===== src/rtl/frame_buffer_addr_gen.sv =====
`default_nettype none
// +--------------------------------------------------------------------------+
// | frame_buffer_addr_gen: ping-pong multi-channel SDRAM frame address gen.  |
// | Rev 1.0                                                                  |
// +--------------------------------------------------------------------------+
module frame_buffer_addr_gen #(
  parameter int                NUM_CH     = 2,
  parameter int                ADDR_W     = 23,
  parameter int                H_ACTIVE   = 640,
  parameter int                V_ACTIVE   = 480,
  parameter logic [ADDR_W-1:0] CH_STRIDE  = 23'h100000,
  parameter logic [ADDR_W-1:0] BUF_OFFSET = 23'h080000
) (
  input  logic                     clk,
  input  logic                     reset_n,
  input  logic                     wr_en,
  input  logic                     wr_sof,
  input  logic                     rd_en,
  input  logic                     rd_sof,
  input  logic                     freeze,
  output logic                     wr_accept,
  output logic [NUM_CH*ADDR_W-1:0] wr_addr,
  output logic [NUM_CH*ADDR_W-1:0] rd_addr,
  output logic                     wr_load,
  output logic                     rd_load,
  output logic                     wr_buf,
  output logic                     rd_buf,
  output logic [7:0]               drop_cnt
);

  localparam int FRAME_PIX = H_ACTIVE * V_ACTIVE;
  localparam int IDX_W     = (FRAME_PIX > 1) ? $clog2(FRAME_PIX) : 1;
  localparam logic [IDX_W-1:0] c_last = IDX_W'(FRAME_PIX - 1);

  localparam logic [63:0] c_need  = 64'(NUM_CH - 1) * 64'(CH_STRIDE) + 64'(BUF_OFFSET)
                                  + 64'(FRAME_PIX);
  localparam logic [63:0] c_space = 64'd1 << ADDR_W;

  if ((c_need > c_space) || (NUM_CH < 1) || (NUM_CH > 4)) begin : g_cfg_check
    $error("frame_buffer_addr_gen: channel/buffer map does not fit ADDR_W or NUM_CH out of 1..4");
  end

  typedef enum logic [1:0] {
    W_IDLE   = 2'd0,
    W_ACTIVE = 2'd1,
    W_HOLD   = 2'd2
  } wr_state_t;

  // Every channel gets the same offset added to its own region base.
  function automatic logic [NUM_CH*ADDR_W-1:0] addr_vec(input logic [ADDR_W-1:0] off);
    logic [NUM_CH*ADDR_W-1:0] v;
    v = '0;
    for (int c = 0; c < NUM_CH; c++) begin
      v[c*ADDR_W +: ADDR_W] = ADDR_W'(c) * CH_STRIDE + off;
    end
    return v;
  endfunction

  localparam logic [NUM_CH*ADDR_W-1:0] c_wr_rst = addr_vec('0);
  localparam logic [NUM_CH*ADDR_W-1:0] c_rd_rst = addr_vec(BUF_OFFSET);

  wr_state_t                wr_state_q, wr_state_d;
  logic [IDX_W-1:0]         wr_idx_q, wr_idx_d;
  logic [IDX_W-1:0]         rd_idx_q, rd_idx_d;
  logic                     wr_buf_q, wr_buf_d;
  logic                     rd_buf_q, rd_buf_d;
  logic [7:0]               drop_q, drop_d;
  logic                     wr_load_q, wr_load_d;
  logic                     rd_load_q, rd_load_d;
  logic [NUM_CH*ADDR_W-1:0] wr_addr_q, wr_addr_d;
  logic [NUM_CH*ADDR_W-1:0] rd_addr_q, rd_addr_d;
  logic [IDX_W-1:0]         wr_use_idx, rd_use_idx;
  logic                     accept, swap;

  always_comb begin
    wr_state_d = wr_state_q;
    wr_idx_d   = wr_idx_q;
    rd_idx_d   = rd_idx_q;
    wr_buf_d   = wr_buf_q;
    rd_buf_d   = rd_buf_q;
    drop_d     = drop_q;
    accept     = 1'b0;

    // An sof pixel always lands on idx 0, whatever the counter held.
    wr_use_idx = wr_sof ? '0 : wr_idx_q;
    rd_use_idx = rd_sof ? '0 : rd_idx_q;
    swap       = rd_en && (rd_use_idx == c_last) && (wr_state_q == W_HOLD) && !freeze;

    case (wr_state_q)
      W_IDLE:   accept = wr_en && wr_sof;
      W_ACTIVE: accept = wr_en;
      W_HOLD: begin
        if (wr_en && wr_sof && (drop_q != 8'hFF)) drop_d = drop_q + 8'd1;
      end
      default:  wr_state_d = W_IDLE;
    endcase

    if (accept) begin
      if (wr_use_idx == c_last) begin
        wr_idx_d   = '0;
        wr_state_d = W_HOLD;
      end else begin
        wr_idx_d   = wr_use_idx + 1'b1;
        wr_state_d = W_ACTIVE;
      end
    end

    if (rd_en) rd_idx_d = (rd_use_idx == c_last) ? '0 : rd_use_idx + 1'b1;

    if (swap) begin
      wr_buf_d   = ~wr_buf_q;
      rd_buf_d   = ~rd_buf_q;
      wr_state_d = W_IDLE;
    end

    wr_load_d = (accept && wr_sof) || swap;
    rd_load_d = (rd_en && rd_sof) || swap;
    wr_addr_d = addr_vec((wr_buf_d ? BUF_OFFSET : '0) + ADDR_W'(wr_idx_d));
    rd_addr_d = addr_vec((rd_buf_d ? BUF_OFFSET : '0) + ADDR_W'(rd_idx_d));
  end

  always_ff @(posedge clk or negedge reset_n) begin
    if (!reset_n) begin
      wr_state_q <= W_IDLE;
      wr_idx_q   <= '0;
      rd_idx_q   <= '0;
      wr_buf_q   <= 1'b0;
      rd_buf_q   <= 1'b1;
      drop_q     <= '0;
      wr_load_q  <= 1'b0;
      rd_load_q  <= 1'b0;
      wr_addr_q  <= c_wr_rst;
      rd_addr_q  <= c_rd_rst;
    end else begin
      wr_state_q <= wr_state_d;
      wr_idx_q   <= wr_idx_d;
      rd_idx_q   <= rd_idx_d;
      wr_buf_q   <= wr_buf_d;
      rd_buf_q   <= rd_buf_d;
      drop_q     <= drop_d;
      wr_load_q  <= wr_load_d;
      rd_load_q  <= rd_load_d;
      wr_addr_q  <= wr_addr_d;
      rd_addr_q  <= rd_addr_d;
    end
  end

  assign wr_accept = accept;
  assign wr_addr   = wr_addr_q;
  assign rd_addr   = rd_addr_q;
  assign wr_load   = wr_load_q;
  assign rd_load   = rd_load_q;
  assign wr_buf    = wr_buf_q;
  assign rd_buf    = rd_buf_q;
  assign drop_cnt  = drop_q;

endmodule
`default_nettype wire


===== config.mk =====
export PLATFORM = sky130hd
export DESIGN_NAME = frame_buffer_addr_gen
export DESIGN_NICKNAME = d
export VERILOG_FILES = /design/src/rtl/frame_buffer_addr_gen.sv
export SDC_FILE = /design/constraint.sdc
export NUM_CORES = 1
export LEC_CHECK = 0
export BUFFER_PORTS_ARGS = -buffer_cell sky130_fd_sc_hd__buf_2
export CAP_MARGIN = 30
export CORE_ASPECT_RATIO = 0.9
export CORE_MARGIN = 2
export CORE_UTILIZATION = 45
export CTS_CLUSTER_DIAMETER = 40
export DETAILED_ROUTE_END_ITERATION = 10
export PLACE_DENSITY = 0.73
export SYNTH_ARGS = -nofsm -noshare
export SYNTH_HDL_FRONTEND = slang
export SYNTH_SLANG_ARGS = --single-unit

===== constraint.sdc =====
create_clock -name clk -period 3.4 [get_ports clk]
set_clock_uncertainty 0.1 [all_clocks]
set_input_delay 0.17 -clock clk [delete_from_list [all_inputs] [get_ports clk]]
set_output_delay 0.17 -clock clk [all_outputs]
set_load 0.05 [all_outputs]

### Word-level counts from Yosys, hierarchy flattened

Index checks and enable logic that the tools add are counted.

| storage, ports and cells | value |
|---|---|
| memories kept | 0 |
| RAM bits | 0 |
| ROM bits | 0 |
| input port bits | 7 |
| register bits | 142 |
| bits in latches | 0 |

| cells by class | value |
|---|---|
| div/mod/pow operators | 0 |
| eq/ne operators | 6 |
| reductions and logical operators | 13 |
| $add $sub $neg | 7 |
| bitwise logic cells | 2 |
| multipliers | 0 |
| muxes and demuxes | 15 |
| shift-type cells | 0 |
| magnitude comparators | 0 |

Operators with widths:

| cell | count |
|---|---|
| $mux W19 | 6 |
| $add A21 B21 Y22 const A | 2 |
| $add A20 B19 Y21 | 2 |
| $mux W20 | 2 |
| $add A19 B1 Y19 const B | 2 |
| $eq A19 B19 Y1 const B | 2 |
| $add A8 B1 Y8 const B | 1 |
| $mux W2 | 4 |
| $ne A8 B8 Y1 const B | 1 |
| $logic_and A1 B1 Y1 | 7 |
| $ne A3 B1 Y1 const B | 1 |
| $reduce_or A3 Y1 | 1 |
| $eq A2 B1 Y1 const B | 1 |
| $eq A2 B2 Y1 const B | 1 |
| $logic_not A2 Y1 | 1 |
| $logic_or A1 B1 Y1 | 2 |
| $mux W1 | 2 |
| $not A1 Y1 | 2 |
| $pmux W1 S2 | 1 |
| $reduce_and A2 Y1 | 1 |
| $logic_not A1 Y1 | 1 |

### Longest topological paths before layout

| depth | value |
|---|---|
| word-level depth | 9 |
| depth in mapped cells | 9 |

### Least setup slack after synthesis

No wires, ideal clock.

| timing | value |
|---|---|
| path kind | reg2reg |
| from | reg rd_idx_q[0] |
| to | reg wr_addr_q[19] (netlist: wr_addr[19]) |
| setup time | 142 ps |
| stages on the path, launching flop included | 9 |
| arrival time | 2775 ps |
| period minus slack after synthesis | 3018 ps |
| buffers on the path | 1 |
| path slack | 382 ps |
| cells stage by stage | dfrtp_1 -> nor2b_1 -> ha_1 -> nand3_1 -> or3_1 -> clkbuf_1 -> or3_4 -> or4_4 -> xnor2_1 |

| between the ends | value |
|---|---|
| cells in the longest elaborated chain, start to end | 8 |

RTL lines:

| item | line | source |
|---|---|---|
| start, declared | 64 | `logic [IDX_W-1:0] rd_idx_q, rd_idx_d;` |
| start signal, assigned | 137 | `rd_idx_q <= rd_idx_d;` |
| $mux W19 | 86 | `rd_use_idx = rd_sof ? '0 : rd_idx_q;` |
| $eq A19 B19 Y1 | 87 | `swap = rd_en && (rd_use_idx == c_last) && (wr_state_q == W_HOLD) && !freeze;` |
| $logic_and A1 B1 Y1 (3 in a row) | 87 |  |
| $mux W1 | 110 | `if (swap) begin` |
| $mux W20 | 118 | `wr_addr_d = addr_vec((wr_buf_d ? BUF_OFFSET : '0) + ADDR_W'(wr_idx_d));` |
| $add A20 B19 Y21 | 118 |  |
| end signal, assigned | 132 | `wr_addr_q <= c_wr_rst;` |
| end signal, assigned | 143 | `wr_addr_q <= wr_addr_d;` |
| end, declared | 70 | `logic [NUM_CH*ADDR_W-1:0] wr_addr_q, wr_addr_d;` |

No other way between the ends.
A chain may end at the register's enable or synchronous reset.

### Worst setup path in the final report

Same ends and word-level chain as after synthesis.

==> metrics.md <==
| Metric | Value |
|---|---|
| Mapped Area | `3266 µm²` |
| Gpl congestion | `0.8423` |
| Max Slew Vio Count | `0` |
| Root Driver | `clkbuf_8` |
| Dpl cells | `514` |
| Asr flop ratio synth | `100.0%` |
| DRC Markers | `0` |
| RSZ-0062 raised after global routing | `no` |
| P_sw | `573.3 µW` |
| Share of layout cells above drive strength 1 | `28.31%` |
| CTS Buffer Depth | `2` |
| Layout Nets | `440` |
| Slew margin rel. | `41.21%` |
| Post-synthesis register bit count | `52` |
| Cts bufs inserted | `5` |
| Post-CTS Setup Bufs | `0` |
| Net Sw Frac | `39.17%` |
| Count of cell types in the netlist | `53` |
| Clk slew on worst S/H paths | `0.10 ns` |
| Worst EP required | `3.49 ns` |
| Wirelength per Cell | `14.27 µm` |
| Via-per-instance ratio | `5.469` |
| Power per cell area | `406.6 nW/µm²` |
| Internal | `890.2 µW` |
| EDFF count, synth | `0` |
| Final Non-Filler Cells | `524` |
| Maximum vdd drop | `0.1908 mV` |
| Area growth syn-to-layout | `10.23%` |
| Register area share after synthesis | `39.89%` |
| Detail Route Antenna Nets | `0` |
| Largest net degree at the start of global routing | `35` |
| Worst Slack Setup Final | `0.5449 ns` |
| TritonCTS clock tree | `done` |
| Final hold slack | `0.06262 ns` |
| Antenna violations before repair | `0` |
| HP Class | `primary input to flip-flop` |
| Critical path type | `flip-flop to flip-flop` |
| Combinational power share | `26.7%` |
| First-pass GRT wire length | `12230 µm` |
| GRT Util Overall | `18.82%` |
| Reg power frac | `47.9%` |
| Clock power frac | `25.4%` |
| Max Clock Freq | `350.2 MHz` |
| Max-Cap Viols | `0` |
| Port Buf Inserts | `99` |
| Avg Inst Size Synth | `8.685 µm²` |
| DR iter-0 viols | `204` |
| Worst-margin pin slew | `0.8818 ns` |
| H-tree depth | `2` |
| Final setup vio count | `0` |
| Crit end category | `flip-flop` |
| Vias in the first global route | `2575` |
| Skew-Pair Late Insertion Delay | `0.31 ns` |
| Cts repair resizes | `0` |
| Core Rows | `29` |
| Synth Flop Type | `dfrtp_1` |
| Final core utilization | `51.14%` |
| Initial Util | `46.39%` |
| Yosys warnings | `0` |
| ANT cells | `0` |
| Die area | `7955 µm²` |
| Time the worst path needs with I/O delays and setup | `2.855 ns` |
| Setup TNS | `0 ns` |
| Core Region | `7039 µm²` |
| Pre-antenna DRT Iters | `5` |
| Hold buffer count at CTS | `2` |
| Via count | `2866` |
| Final WL | `7479 µm` |
| Die span in x | `93.80 µm` |
| Leak | `0.001796 µW` |
| Final worst-path cycle share | `83.97%` |
| Die height | `84.82 µm` |
| Setup WS pre-CTS | `0.5817 ns` |
| CP Launch Type | `flip-flop` |
| Overflow after GRT | `0` |
| DP HPWL | `5347 µm` |
| Top-Level Pins | `112` |
| Crit-path max FO | `7` |
| Final count of hold timing violations | `0` |
| Post-Synthesis Cells | `376` |
| Status | `complete, no violations` |
| Clock Sinks | `52` |
| Worst path arrival time | `2.94 ns` |
==> metal layers <==
metal / GRT usage, % / vias to the layer above / part of all wire [%]
li1: - / 1386 / -
met1: 28.38 / 1349 / 48
met2: 27.99 / 121 / 44
met3: 2.309 / 10 / 6.8
met4: 6.588 / 0 / 1.4
met5: 0 / - / 0
==> critical path, cell delays in order (launching register included) <==
cell	delay, ns
dfrtp_1	0.43
nor2b_1	0.26
ha_1	0.24
nand3_1	0.18
or3_1	0.51
or3_4	0.41
or4_4	0.46
xnor2_1	0.15
==> flip-flops by register name, summed over array words and instances (netlist names) <==
name / flops
rd_addr: 2
drop_cnt: 8
wr_addr: 2
wr_load: 1
rd_idx_q: 18
wr_state_q: 2
rd_load: 1
wr_idx_q: 18
==> cells in the final DEF, fill, tap and decap left out, types with 3 or more instances in the layout <==
cell       count
a211oi_1       3
a21oi_1       17
a31oi_1        5
and3_1         5
and4b_1        3
buf_2         99
buf_4          4
clkbuf_8       6
conb_1        12
dfrtp_1       51
ha_1           3
inv_1         11
mux2i_1        5
nand2_1       40
nand2b_1       3
nand3_1       32
nand4_1       13
nor2_1        14
nor2b_1        5
nor3_1         8
nor4_1         5
o21ai_0       25
o2bb2ai_1      6
o311ai_0       4
o31ai_1        4
or3_1          4
xnor2_1        5
xor2_1         4
==> cell usage after synthesis, drive strengths merged, types with 4 or more instances <==
| master | n | area share, % |
|---|---|---|
| o21ai | 25 | 3.8 |
| o2bb2ai | 6 | 1.6 |
| o311ai | 4 | 1.1 |
| and3 | 5 | 0.96 |
| nor2 | 14 | 1.6 |
| dfrtp | 51 | 39 |
| nor4 | 5 | 0.96 |
| mux2i | 5 | 1.5 |
| a21oi | 17 | 2.6 |
| o31ai | 5 | 1.3 |
| buf | 55 | 13 |
| nand2 | 40 | 4.6 |
| xnor2 | 5 | 1.3 |
| nor3 | 8 | 1.2 |
| clkbuf | 13 | 1.5 |
| inv | 11 | 1.3 |
| or3 | 7 | 1.6 |
| nand3 | 32 | 4.9 |
| nand4 | 13 | 2.5 |
| xor2 | 4 | 1.1 |
| a31oi | 5 | 0.96 |
| nor2b | 5 | 0.96 |
==> path summary, 6_finish.rpt <==
kind / to / cells past startpoint / slack, ns / startpoint
worst max-delay path: wr_addr[19]$_DFFE_PN0P_ / 7 / 0.54 / rd_idx_q[0]$_DFFE_PN0P_
worst min-delay path: rd_load$_DFF_PN0_ / 3 / 0.06 / freeze
worst max register to register: wr_addr[19]$_DFFE_PN0P_ / 7 / 0.54 / rd_idx_q[0]$_DFFE_PN0P_
worst min register to register: drop_cnt[5]$_DFFE_PN0P_ / 1 / 0.40 / drop_cnt[5]$_DFFE_PN0P_
max in group asynchronous: rd_addr[19]$_DFFE_PN1P_ / 3 / 2.00 / reset_n
min in group asynchronous: rd_idx_q[9]$_DFFE_PN0P_ / 2 / 0.39 / reset_n
==> stage by stage <==
step,instance area (µm²),total power [µW]
floorplan,3303,1049
global placement,3486,1097
detailed placement,3486,1104
CTS,3600,1477
global route,3600,1525
finish,3600,1464
==> final cells by class <==
class	count	area [µm²]
inverters	12	45.04
well taps	93	116.4
multi-input cells	254	1496
clock inverters	1	7.507
repair buffers	105	545.5
clock buffers	7	86.33
fillers	699	3440
flip-flops and latches	52	1303
==> power groups by stage <==
stage          sequential (µW)  clock, µW  combinational, µW
5_1_grt                    709        401                415
3_5_place_dp               713          0                391
3_3_place_gp               711          0                387
4_1_cts                    700        383                394
2_1_floorplan              797          0                251
6_report                   701        371                391
==> kinds of logic (layout without fill, tap and decap cells) <==
logic type / Yosys count / count (layout) / synth area share [%]
buffers and inverters: 80 / 125 / 15.44
DFF: 52 / 52 / 39.89
adders and majority gates: 3 / 3 / 1.150
AOI/OAI and AO/OA: 74 / 74 / 14.33
xor gates and xnor gates: 9 / 9 / 2.414
other: 2 / 12 / 0.2300
muxes: 6 / 6 / 1.877
and+or+nand+nor: 150 / 150 / 24.67
(Power assumes the default switching activity.)
